### src/rtl/cond_incr_scheduler_pkg.sv
// Shared types for the conditional-increment scheduler: op encoding, compare codes, FSM states.
package ci_sched_pkg;

  localparam int CI_ADDR_W = 5;
  localparam int CI_NFLAG  = 8;
  localparam int CI_FLAG_W = $clog2(CI_NFLAG + 1);

  // Flag select equal to the flag count means "always true" for cond_flag and "no write" for set_flag.
  localparam logic [CI_FLAG_W-1:0] FLAG_ALWAYS = CI_FLAG_W'(CI_NFLAG);

  typedef enum logic [2:0] {
    CMP_EQ = 3'd0,
    CMP_NE = 3'd1,
    CMP_LT = 3'd2,
    CMP_LE = 3'd3,
    CMP_GT = 3'd4,
    CMP_GE = 3'd5
  } cmp_op_e;

  typedef struct packed {
    logic        is_addr;
    logic [31:0] value;
  } ci_operand_t;

  typedef struct packed {
    logic [CI_ADDR_W-1:0] target;
    cmp_op_e              cmp_op;
    ci_operand_t          cmp;
    ci_operand_t          inc;
    logic [CI_FLAG_W-1:0] set_flag;
    logic [CI_FLAG_W-1:0] cond_flag;
  } ci_op_t;

  typedef enum logic [2:0] {
    S_IDLE = 3'd0,
    S_RD_T = 3'd1,
    S_RD_C = 3'd2,
    S_RD_I = 3'd3,
    S_EXEC = 3'd4,
    S_RESP = 3'd5
  } ci_state_e;

  // Which operand register the read data arriving this cycle belongs to.
  typedef enum logic [1:0] {
    PEND_NONE = 2'd0,
    PEND_T    = 2'd1,
    PEND_C    = 2'd2,
    PEND_I    = 2'd3
  } ci_pend_e;

  function automatic logic ci_compare(input cmp_op_e op, input logic [31:0] a, input logic [31:0] b);
    logic signed [31:0] sa;
    logic signed [31:0] sb;
    sa = a;
    sb = b;
    case (op)
      CMP_EQ:  return sa == sb;
      CMP_NE:  return sa != sb;
      CMP_LT:  return sa <  sb;
      CMP_LE:  return sa <= sb;
      CMP_GT:  return sa >  sb;
      CMP_GE:  return sa >= sb;
      default: return 1'b0;
    endcase
  endfunction

endpackage

### src/rtl/cond_incr_scheduler_rr_arbiter.sv
// Round-robin arbiter: grants the first requester at/after the pointer; pointer moves past it on advance.
module rr_arbiter #(
  parameter int NREQ = 4
) (
  input  logic            clk,
  input  logic            rst_n,
  input  logic [NREQ-1:0] req,
  input  logic            advance,
  output logic [NREQ-1:0] grant
);

  localparam int PTR_W = (NREQ > 1) ? $clog2(NREQ) : 1;

  logic [PTR_W-1:0] ptr_q, ptr_d;

  always_comb begin
    int unsigned k;
    logic        found;
    grant = '0;
    ptr_d = ptr_q;
    found = 1'b0;
    k     = 0;
    for (int unsigned i = 0; i < NREQ; i++) begin
      k = (32'(ptr_q) + i) % NREQ;
      if (!found && req[PTR_W'(k)]) begin
        found             = 1'b1;
        grant[PTR_W'(k)]  = 1'b1;
        if (advance) ptr_d = PTR_W'((k + 1) % NREQ);
      end
    end
  end

  always_ff @(posedge clk or negedge rst_n) begin
    if (!rst_n) ptr_q <= '0;
    else        ptr_q <= ptr_d;
  end

endmodule

### src/rtl/cond_incr_scheduler.sv
// Shared conditional-increment engine sequencing ops against the u32 regfile and flag bank.
// Define CI_SCHED_SAT_EN for signed-saturating increment; default build wraps modulo 2^32.
module cond_incr_scheduler
  import ci_sched_pkg::*;
#(
  parameter int NREQ   = 4,
  parameter int ADDR_W = CI_ADDR_W,
  parameter int NFLAG  = CI_NFLAG
) (
  input  logic                       clk,
  input  logic                       rst_n,
  input  logic [NREQ-1:0]            req_valid,
  output logic [NREQ-1:0]            req_ready,
  input  ci_op_t [NREQ-1:0]          req_op,
  output logic                       rsp_valid,
  output logic [$clog2(NREQ)-1:0]    rsp_id,
  output logic                       rsp_taken,
  output logic                       rf_rd_en,
  output logic [ADDR_W-1:0]          rf_rd_addr,
  input  logic [31:0]                rf_rd_data,
  output logic                       rf_wr_en,
  output logic [ADDR_W-1:0]          rf_wr_addr,
  output logic [31:0]                rf_wr_data,
  input  logic [NFLAG-1:0]           flags_i,
  output logic                       flag_we,
  output logic [$clog2(NFLAG+1)-1:0] flag_idx,
  output logic                       flag_val
);

  localparam int ID_W = $clog2(NREQ);
  localparam int FI_W = (NFLAG > 1) ? $clog2(NFLAG) : 1;

  ci_state_e          state_q, state_d;
  ci_pend_e           pend_q, pend_d;
  ci_op_t             op_q, op_d;
  logic [ID_W-1:0]    id_q, id_d;
  logic [31:0]        tgt_q, tgt_d, cmp_q, cmp_d, inc_q, inc_d;
  logic               taken_q, taken_d;

  logic [NREQ-1:0]    grant;
  logic [ID_W-1:0]    gnt_idx;
  ci_op_t             gnt_op;
  logic               advance, cond_ok;
  logic [31:0]        tgt_v, cmp_v, inc_v, sum_wrap, wr_data;
  logic               cmp_res;
  logic               unused_op;

  assign advance = (state_q == S_IDLE) && (|req_valid);

  rr_arbiter #(.NREQ(NREQ)) u_arb (
    .clk     (clk),
    .rst_n   (rst_n),
    .req     (req_valid),
    .advance (advance),
    .grant   (grant)
  );

  always_comb begin
    gnt_idx = '0;
    for (int unsigned i = 0; i < NREQ; i++) begin
      if (grant[i]) gnt_idx = ID_W'(i);
    end
  end

  assign gnt_op  = req_op[gnt_idx];
  assign cond_ok = !(int'(gnt_op.cond_flag) < NFLAG) || flags_i[gnt_op.cond_flag[FI_W-1:0]];

  // Read data lands one cycle after its strobe; use it directly that cycle, register it for later.
  assign tgt_v = (pend_q == PEND_T) ? rf_rd_data : tgt_q;
  assign cmp_v = (pend_q == PEND_C) ? rf_rd_data : cmp_q;
  assign inc_v = (pend_q == PEND_I) ? rf_rd_data : inc_q;

  assign cmp_res  = ci_compare(op_q.cmp_op, tgt_v, cmp_v);
  assign sum_wrap = tgt_v + inc_v;

`ifdef CI_SCHED_SAT_EN
  always_comb begin
    wr_data = sum_wrap;
    if ((tgt_v[31] == inc_v[31]) && (sum_wrap[31] != tgt_v[31]))
      wr_data = tgt_v[31] ? 32'h8000_0000 : 32'h7FFF_FFFF;
  end
`else
  assign wr_data = sum_wrap;
`endif

  // Operand addresses are taken from cmp_q/inc_q, so the latched op values are otherwise unused.
  assign unused_op = ^{op_q.cmp.value, op_q.inc.value, op_q.cond_flag};

  always_comb begin
    state_d    = state_q;
    pend_d     = PEND_NONE;
    op_d       = op_q;
    id_d       = id_q;
    tgt_d      = tgt_v;
    cmp_d      = cmp_v;
    inc_d      = inc_v;
    taken_d    = taken_q;
    req_ready  = '0;
    rsp_valid  = 1'b0;
    rsp_id     = '0;
    rsp_taken  = 1'b0;
    rf_rd_en   = 1'b0;
    rf_rd_addr = '0;
    rf_wr_en   = 1'b0;
    rf_wr_addr = '0;
    rf_wr_data = '0;
    flag_we    = 1'b0;
    flag_idx   = '0;
    flag_val   = 1'b0;
    case (state_q)
      S_IDLE: begin
        if (|req_valid) begin
          req_ready = grant;
          op_d      = gnt_op;
          id_d      = gnt_idx;
          tgt_d     = '0;
          cmp_d     = gnt_op.cmp.value;
          inc_d     = gnt_op.inc.value;
          taken_d   = 1'b0;
          state_d   = cond_ok ? S_RD_T : S_RESP;
        end
      end
      S_RD_T: begin
        rf_rd_en   = 1'b1;
        rf_rd_addr = op_q.target;
        pend_d     = PEND_T;
        state_d    = op_q.cmp.is_addr ? S_RD_C : (op_q.inc.is_addr ? S_RD_I : S_EXEC);
      end
      S_RD_C: begin
        rf_rd_en   = 1'b1;
        rf_rd_addr = cmp_q[ADDR_W-1:0];
        pend_d     = PEND_C;
        state_d    = op_q.inc.is_addr ? S_RD_I : S_EXEC;
      end
      S_RD_I: begin
        rf_rd_en   = 1'b1;
        rf_rd_addr = inc_q[ADDR_W-1:0];
        pend_d     = PEND_I;
        state_d    = S_EXEC;
      end
      S_EXEC: begin
        taken_d = cmp_res;
        if (int'(op_q.set_flag) < NFLAG) begin
          flag_we  = 1'b1;
          flag_idx = op_q.set_flag;
          flag_val = cmp_res;
        end
        if (cmp_res) begin
          rf_wr_en   = 1'b1;
          rf_wr_addr = op_q.target;
          rf_wr_data = wr_data;
        end
        state_d = S_RESP;
      end
      S_RESP: begin
        rsp_valid = 1'b1;
        rsp_id    = id_q;
        rsp_taken = taken_q;
        state_d   = S_IDLE;
      end
      default: state_d = S_IDLE;
    endcase
  end

  always_ff @(posedge clk or negedge rst_n) begin
    if (!rst_n) begin
      state_q <= S_IDLE;
      pend_q  <= PEND_NONE;
      op_q    <= '0;
      id_q    <= '0;
      tgt_q   <= '0;
      cmp_q   <= '0;
      inc_q   <= '0;
      taken_q <= 1'b0;
    end else begin
      state_q <= state_d;
      pend_q  <= pend_d;
      op_q    <= op_d;
      id_q    <= id_d;
      tgt_q   <= tgt_d;
      cmp_q   <= cmp_d;
      inc_q   <= inc_d;
      taken_q <= taken_d;
    end
  end

endmodule

### config.mk
export PLATFORM = sky130hd
export DESIGN_NAME = cond_incr_scheduler
export DESIGN_NICKNAME = d
export VERILOG_FILES = /design/src/rtl/cond_incr_scheduler_pkg.sv /design/src/rtl/cond_incr_scheduler_rr_arbiter.sv /design/src/rtl/cond_incr_scheduler.sv
export SDC_FILE = /design/constraint.sdc
export NUM_CORES = 1
export LEC_CHECK = 0
export BUFFER_PORTS_ARGS = -buffer_cell sky130_fd_sc_hd__buf_4
export CAP_MARGIN = 20
export CORE_AREA = 2 2 196 198
export CTS_CLUSTER_DIAMETER = 50
export DETAILED_ROUTE_END_ITERATION = 10
export DIE_AREA = 0 0 198 200
export GPL_TIMING_DRIVEN = 0
export SYNTH_ARGS = -nofsm -noshare
export SYNTH_HDL_FRONTEND = slang
export SYNTH_SLANG_ARGS = --single-unit
### constraint.sdc
create_clock -name clk -period 8.9 [get_ports clk]
set_input_delay 0.89 -clock clk [delete_from_list [all_inputs] [get_ports clk]]
set_output_delay 0.89 -clock clk [all_outputs]
set_load 0.02 [all_outputs]
* Yosys cells after proc, flatten, opt, wreduce, memory -nomap -nowiden
Index checks and enable logic that the tools add are counted.
** Cells by class
- Shift-type cells :: 0
- Divide/modulo/power cells :: 0
- Mux-type cells :: 75
- Add/subtract/negate cells :: 7
- Bitwise logic cells :: 3
- Multipliers :: 0
- Order comparisons :: 16
- Equality and inequality tests :: 16
- Reduce and logical (&&, ||, !) cells :: 20
** Operators by type and width (number)
- 32-bit 2-to-1 mux :: 11
- 82-bit binary-select mux with 2-bit select :: 1
- 82-bit 2-to-1 mux :: 1
- 32-bit adder :: 1
- 32-bit equality test :: 1
- 32-bit greater-or-equal comparator :: 1
- 32-bit greater-than comparator :: 1
- 32-bit <= comparator :: 1
- 32-bit less-than comparator :: 1
- 4-bit 2-to-1 mux :: 8
- 32-bit inequality test :: 1
- 1-bit 2-to-1 mux :: 23
- 2-bit 2-to-1 mux :: 11
- 2-bit by 3-bit less-than comparator with 1-bit output (second input constant) :: 5
- 3-bit one-hot mux with 5 select lines :: 1
- 5-bit one-hot mux with 3 select lines :: 1
- 3-bit by 2-bit equality test with 1-bit output (second input constant) :: 4
- 3-bit equality test (second input constant) :: 4
- 3-bit 2-to-1 mux :: 4
- 4-bit bitwise OR :: 3
- 5-bit 2-to-1 mux :: 2
- 2-bit by 1-bit adder with 2-bit output (second input constant) :: 4
- 1-bit binary-select mux with 2-bit select :: 4
- 1-bit demux with 2-bit select :: 4
- other kinds (20) :: 39
** Storage, ports and cells
- Logic and storage cells :: 150
- Output and inout port bits :: 58
- Bits in writable memories :: 0
- Bits of input ports :: 374
- Register bits after elaboration :: 120
- Memories :: 0
- Bits in latches :: 0
- Bits in read-only memories :: 0

* Longest topological paths before layout
- Depth in word-level cells :: 23
- Mapped depth :: 18
- Depth with buffers taken out :: 14

* By module
Synthesis repeated with hierarchy kept, for this count alone.
** Second synthesis, totals
- Cells, all modules :: 1390
- Area total of the unflattened synthesis :: 10956.8 um^2
** Modules (own cells, without submodules)
- cond_incr_scheduler :: times used 1, cells each 1337, seq. area each 2952.8 um^2, area each 10422.5 um^2
- rr_arbiter :: times used 1, cells each 53, seq. area each 50.0 um^2, area each 534.3 um^2

* Worst setup path before layout
No wires, ideal clock.
- Kind :: register to output
- From :: register pend_q[0]
- To :: output rf_wr_data[24]
- Buffers on the path :: 4
- Cell stages (with the launch flop) :: 17
- Slack :: 3.496 ns
- Data arrival time :: 4.514 ns
- Required time :: 8.010 ns
- Path through :: dfrtp_1 buf_2 nand2b_1 clkbuf_1 clkbuf_1 mux2_2 ha_1 a21o_1 a21o_1 a221o_1 a41oi_1 o31ai_1 nor4b_1 o2111a_1 nor3_1 buf_2 a2111oi_1
** Between the ends
- Longest elaborated chain between the ends :: 6
- Elaborated cells between the ends (all ways) :: 16
- Classes of those cells :: add/sub (1); order compare (4); eq/ne (5); mux (6)
** RTL lines
- start, declared :: line cond_incr_scheduler.sv:34 : ci_pend_e pend_q, pend_d;
- start signal, assigned :: line cond_incr_scheduler.sv:177 : pend_q <= pend_d;
- 2-bit by 1-bit equality test with 1-bit output / 2-bit equality test (equally long branches) :: line cond_incr_scheduler.sv:69, cond_incr_scheduler.sv:70
- 32-bit 2-to-1 mux, on equally long branches :: line cond_incr_scheduler.sv:69, cond_incr_scheduler.sv:70
- 32-bit greater-or-equal comparator (tied with other cells) :: line cond_incr_scheduler_pkg.sv:62 : CMP_GE: return sa >= sb;
- 1-bit one-hot mux with 6 select lines :: line cond_incr_scheduler_pkg.sv:56 : case (op)
- 32-bit 2-to-1 mux (*) :: line cond_incr_scheduler.sv:148 : if (cmp_res) begin
- 32-bit 2-to-1 mux (*) :: line cond_incr_scheduler.sv:110 : case (state_q)
- end, declared :: line cond_incr_scheduler.sv:23 : output logic [31:0] rf_wr_data,
Mark *: on every way between the ends. The rest lies on a longest branch, timed or not.

* Worst setup path in the final report
- From :: register pend_q[0]
- To :: output rf_wr_data[27]
The elaborated chain is that of the path after synthesis.

==> impl_metrics.yaml <==
pwr:
  p_int_mw: 3.21
  p_per_area_mw_per_mm2: 433
  seqPwrFrac: 0.134
  sw_frac_of_total: 0.527
  leakage_nw: 7.53
  p_clk_frac: 0.106
  ir_worst_vdd_v: 0.000175
  p_switching_mw: 3.57
  combPwrFrac: 0.760
worst_setup_path:
  crit_fanout: 10
  critPathLaunchType: "flip-flop"
  r2r_slack_ps: 3140
  max_stage_delay_ps: 780
  crit_top_cell: "clkbuf_1"
  slowest_stage: "clkbuf_1"
  crit_start: "pend_q[0]"
  cp_num_buf_inv: 4
  cp-end-kind: "output port"
  reg2reg_to: "taken_q"
  worstPathRequired_ps: 8010
  critPathArrivalTime_ps: 6340
  path_cells: "buf_2, nand2b_1, clkbuf_1, clkbuf_1, mux2_2, ha_1, and4_1, a31o_2, a221o_1, a311oi_1, o21ai_1, and3_1, a311o_1, a21oi_1, mux2i_1, buf_4"
  path_delay_family: "compound AO/OA/AOI/OAI gates"
  r2r_start: "pend_q[0]"
  critical_path_class: "reg2out"
  reg2regPathDepth: 16
logic_synthesis:
  synth_area_mm2: 0.0111
  synth_edf_count: 0
  ys_seq_area_frac: 0.270
  ys_types: 76
  synth-async-reset-ratio: 1.00
  synthFlopType: "dfrtp_1"
  ys_ff_latch: 120
  syn_nets: 1762
  postSynthCellCount: 1318
  yosys_warnings: 0
  avgSynthCellArea_um2: 8.45
outcome:
  status: "finished clean"
placed_design:
  pre_cts_ws_ps: 2040
  dp_hpwl_um: 40800
  dp_cells: 2261
  place_area_mm2: 0.0151
  place.gp.congestion: 0.897
  place.port_buffers: 429
clock_tree:
  clk_latency_ps: 430
  cts_tree: "done"
  clkTransAtPathRegs_ps: 70
  root_buffer: "clkbuf_16"
  holdBufCountCts: 0
  post_cts_resized: 0
  numCtsBuffers: 17
  htreeDepth: 4
  cts.sink_count: 120
  postCtsSetupBuffers: 0
  clock_path_buffers: 2
die:
  die_w_um: 198
  rows: 71
  dieArea_mm2: 0.0396
  core_mm2: 0.0374
  dieHeight_um: 200
  start_util: 0.298
  ios: 432
cells_and_area:
  finish.utilization: 0.418
  most-common-layout-cells: "430 x buf_4, 180 x nor2_1, 154 x a21oi_1, 127 x mux2i_1, 125 x a211oi_1"
  syn_to_final_growth_pct: 40.5
  seq_area_mm2: 0.00300
  fillerInstances: 3800
  multiInputGateArea_mm2: 0.00764
  drive_above_1_share: 0.315
  final_area_mm2: 0.0156
  layout_commonest_cell: "buf_4"
  fin_nets: 2213
  fin_cells: 2294
timing:
  relSlewSlack: 0.303
  finalHoldViolCount: 0
  fin_skew_ps: 15.8
  worstMarginPinSlew_ps: 1050
  setup_viol: 0
  fin_tns_setup_ps: 0
  finalCriticalPeriod_ps: 7230
  setup_slack_ps: 1670
  fmax_mhz: 138
  rsz0062_at_grt: "false"
  slew_violations: 0
  period_share: 0.812
min_path:
  hold_path.class: "in2async"
detailed_routing:
  vias_per_cell: 5.30
  final_antenna_net_count: 0
  drt_pass1_iterations: 5
  wire_per_inst_um: 22.1
  num_vias: 12159
  routed_wl_um: 50700
  drt_iter0_drc: 556
  drc: 0
global_route:
  grt_pass1_wl_um: 72300
  grt_overflow_total: 0
  grtUsageTotal: 0.248
  grt_max_degree: 65
  antenna_found_initial: 2
  grt_pass1_vias: 11970
run:
  cap_violations: 0
## through the flow
| stage | power, mW | hold slack [ps] |
|---|---|---|
| finish | 6.77 | 432 |
| detailed placement | 6.03 | 467 |
| global placement | 5.96 | 456 |
| CTS | 6.77 | 446 |
| floorplan | 4.33 | 442 |
| global route | 7.30 | 466 |
## sequential cells by signal, indices dropped and copies added, names as in the netlist, named ones only
name	cells
u_arb.ptr_q	1
tgt_q	32
state_q	3
cmp_q	32
id_q	2
inc_q	32
pend_q	2
op_q	14
taken_q	1
## layout make-up
cell class / instances / share of cell area
Sequential cell: 120 / 0.192
Tap cell: 511 / 0.0409
Timing Repair Buffer: 432 / 0.209
Clock inverter: 13 / 0.00992
Inverter: 27 / 0.00648
Buffer: 96 / 0.0257
Antenna cell: 1 / 0.000160
Clock buffer: 19 / 0.0277
Multi-Input combinational cell: 1075 / 0.488
## Yosys cell counts (5+ instances only)
| library cell | n | share of area |
|---|---|---|
| o21ai_0 | 36 | 0.016 |
| clkbuf_1 | 62 | 0.021 |
| xnor2_1 | 11 | 0.0086 |
| nor2_1 | 180 | 0.061 |
| inv_1 | 26 | 0.0088 |
| nor2b_1 | 10 | 0.0056 |
| mux2i_1 | 127 | 0.11 |
| a21o_1 | 25 | 0.017 |
| a31oi_1 | 6 | 0.0034 |
| and2_1 | 40 | 0.022 |
| nand2b_1 | 19 | 0.011 |
| o211ai_1 | 7 | 0.0047 |
| nor3_1 | 14 | 0.0063 |
| nand3_1 | 6 | 0.0027 |
| buf_1 | 13 | 0.0044 |
| ha_1 | 70 | 0.079 |
| o21a_1 | 5 | 0.0034 |
| o31ai_1 | 9 | 0.0061 |
| nand4_1 | 10 | 0.0056 |
| nand2_1 | 45 | 0.015 |
| a211oi_1 | 125 | 0.084 |
| a21oi_1 | 154 | 0.069 |
| xor2_1 | 11 | 0.0086 |
| mux2_2 | 62 | 0.063 |
| dfrtp_1 | 120 | 0.27 |
| and3_1 | 6 | 0.0034 |
| buf_2 | 18 | 0.0081 |
| or3_1 | 5 | 0.0028 |
## power by group through the flow
| stage | clock, mW | combinational (mW) | sequential, mW |
|---|---|---|---|
| floorplan | 0 | 3.45 | 0.880 |
| global placement | 0 | 5.05 | 0.903 |
| detailed placement | 0 | 5.12 | 0.914 |
| CTS | 0.720 | 5.14 | 0.906 |
| global route | 0.747 | 5.62 | 0.933 |
| finish | 0.717 | 5.15 | 0.906 |
## cells by family after synthesis
| logic type | synth area share |
|---|---|
| AOI/OAI and AO/OA | 0.251 |
| xor gates and xnor gates | 0.0173 |
| adders and majority gates | 0.0786 |
| buffers and inverters | 0.0452 |
| DFF | 0.270 |
| muxes | 0.183 |
| other | 0.000337 |
| and+or+nand+nor | 0.155 |
## layer usage
layer  global-route usage  wire, µm
met1                0.315     22000
met2                0.438     25000
met3               0.0365      2650
met4               0.0674      1080
met5                    0        17
## worst max path at each step
stage                                end  slack, ps  cells after the start
after floorplan           rf_wr_data[24]       3500                     16
after global placement     rf_wr_addr[4]       2020                     17
after detailed placement  rf_wr_data[27]       2040                     16
after CTS                 rf_wr_data[27]       1570                     16
after global routing       rf_wr_addr[3]       1420                     18
final                     rf_wr_data[27]       1670                     16
No activity file was read; power rests on OpenSTA's default activity.
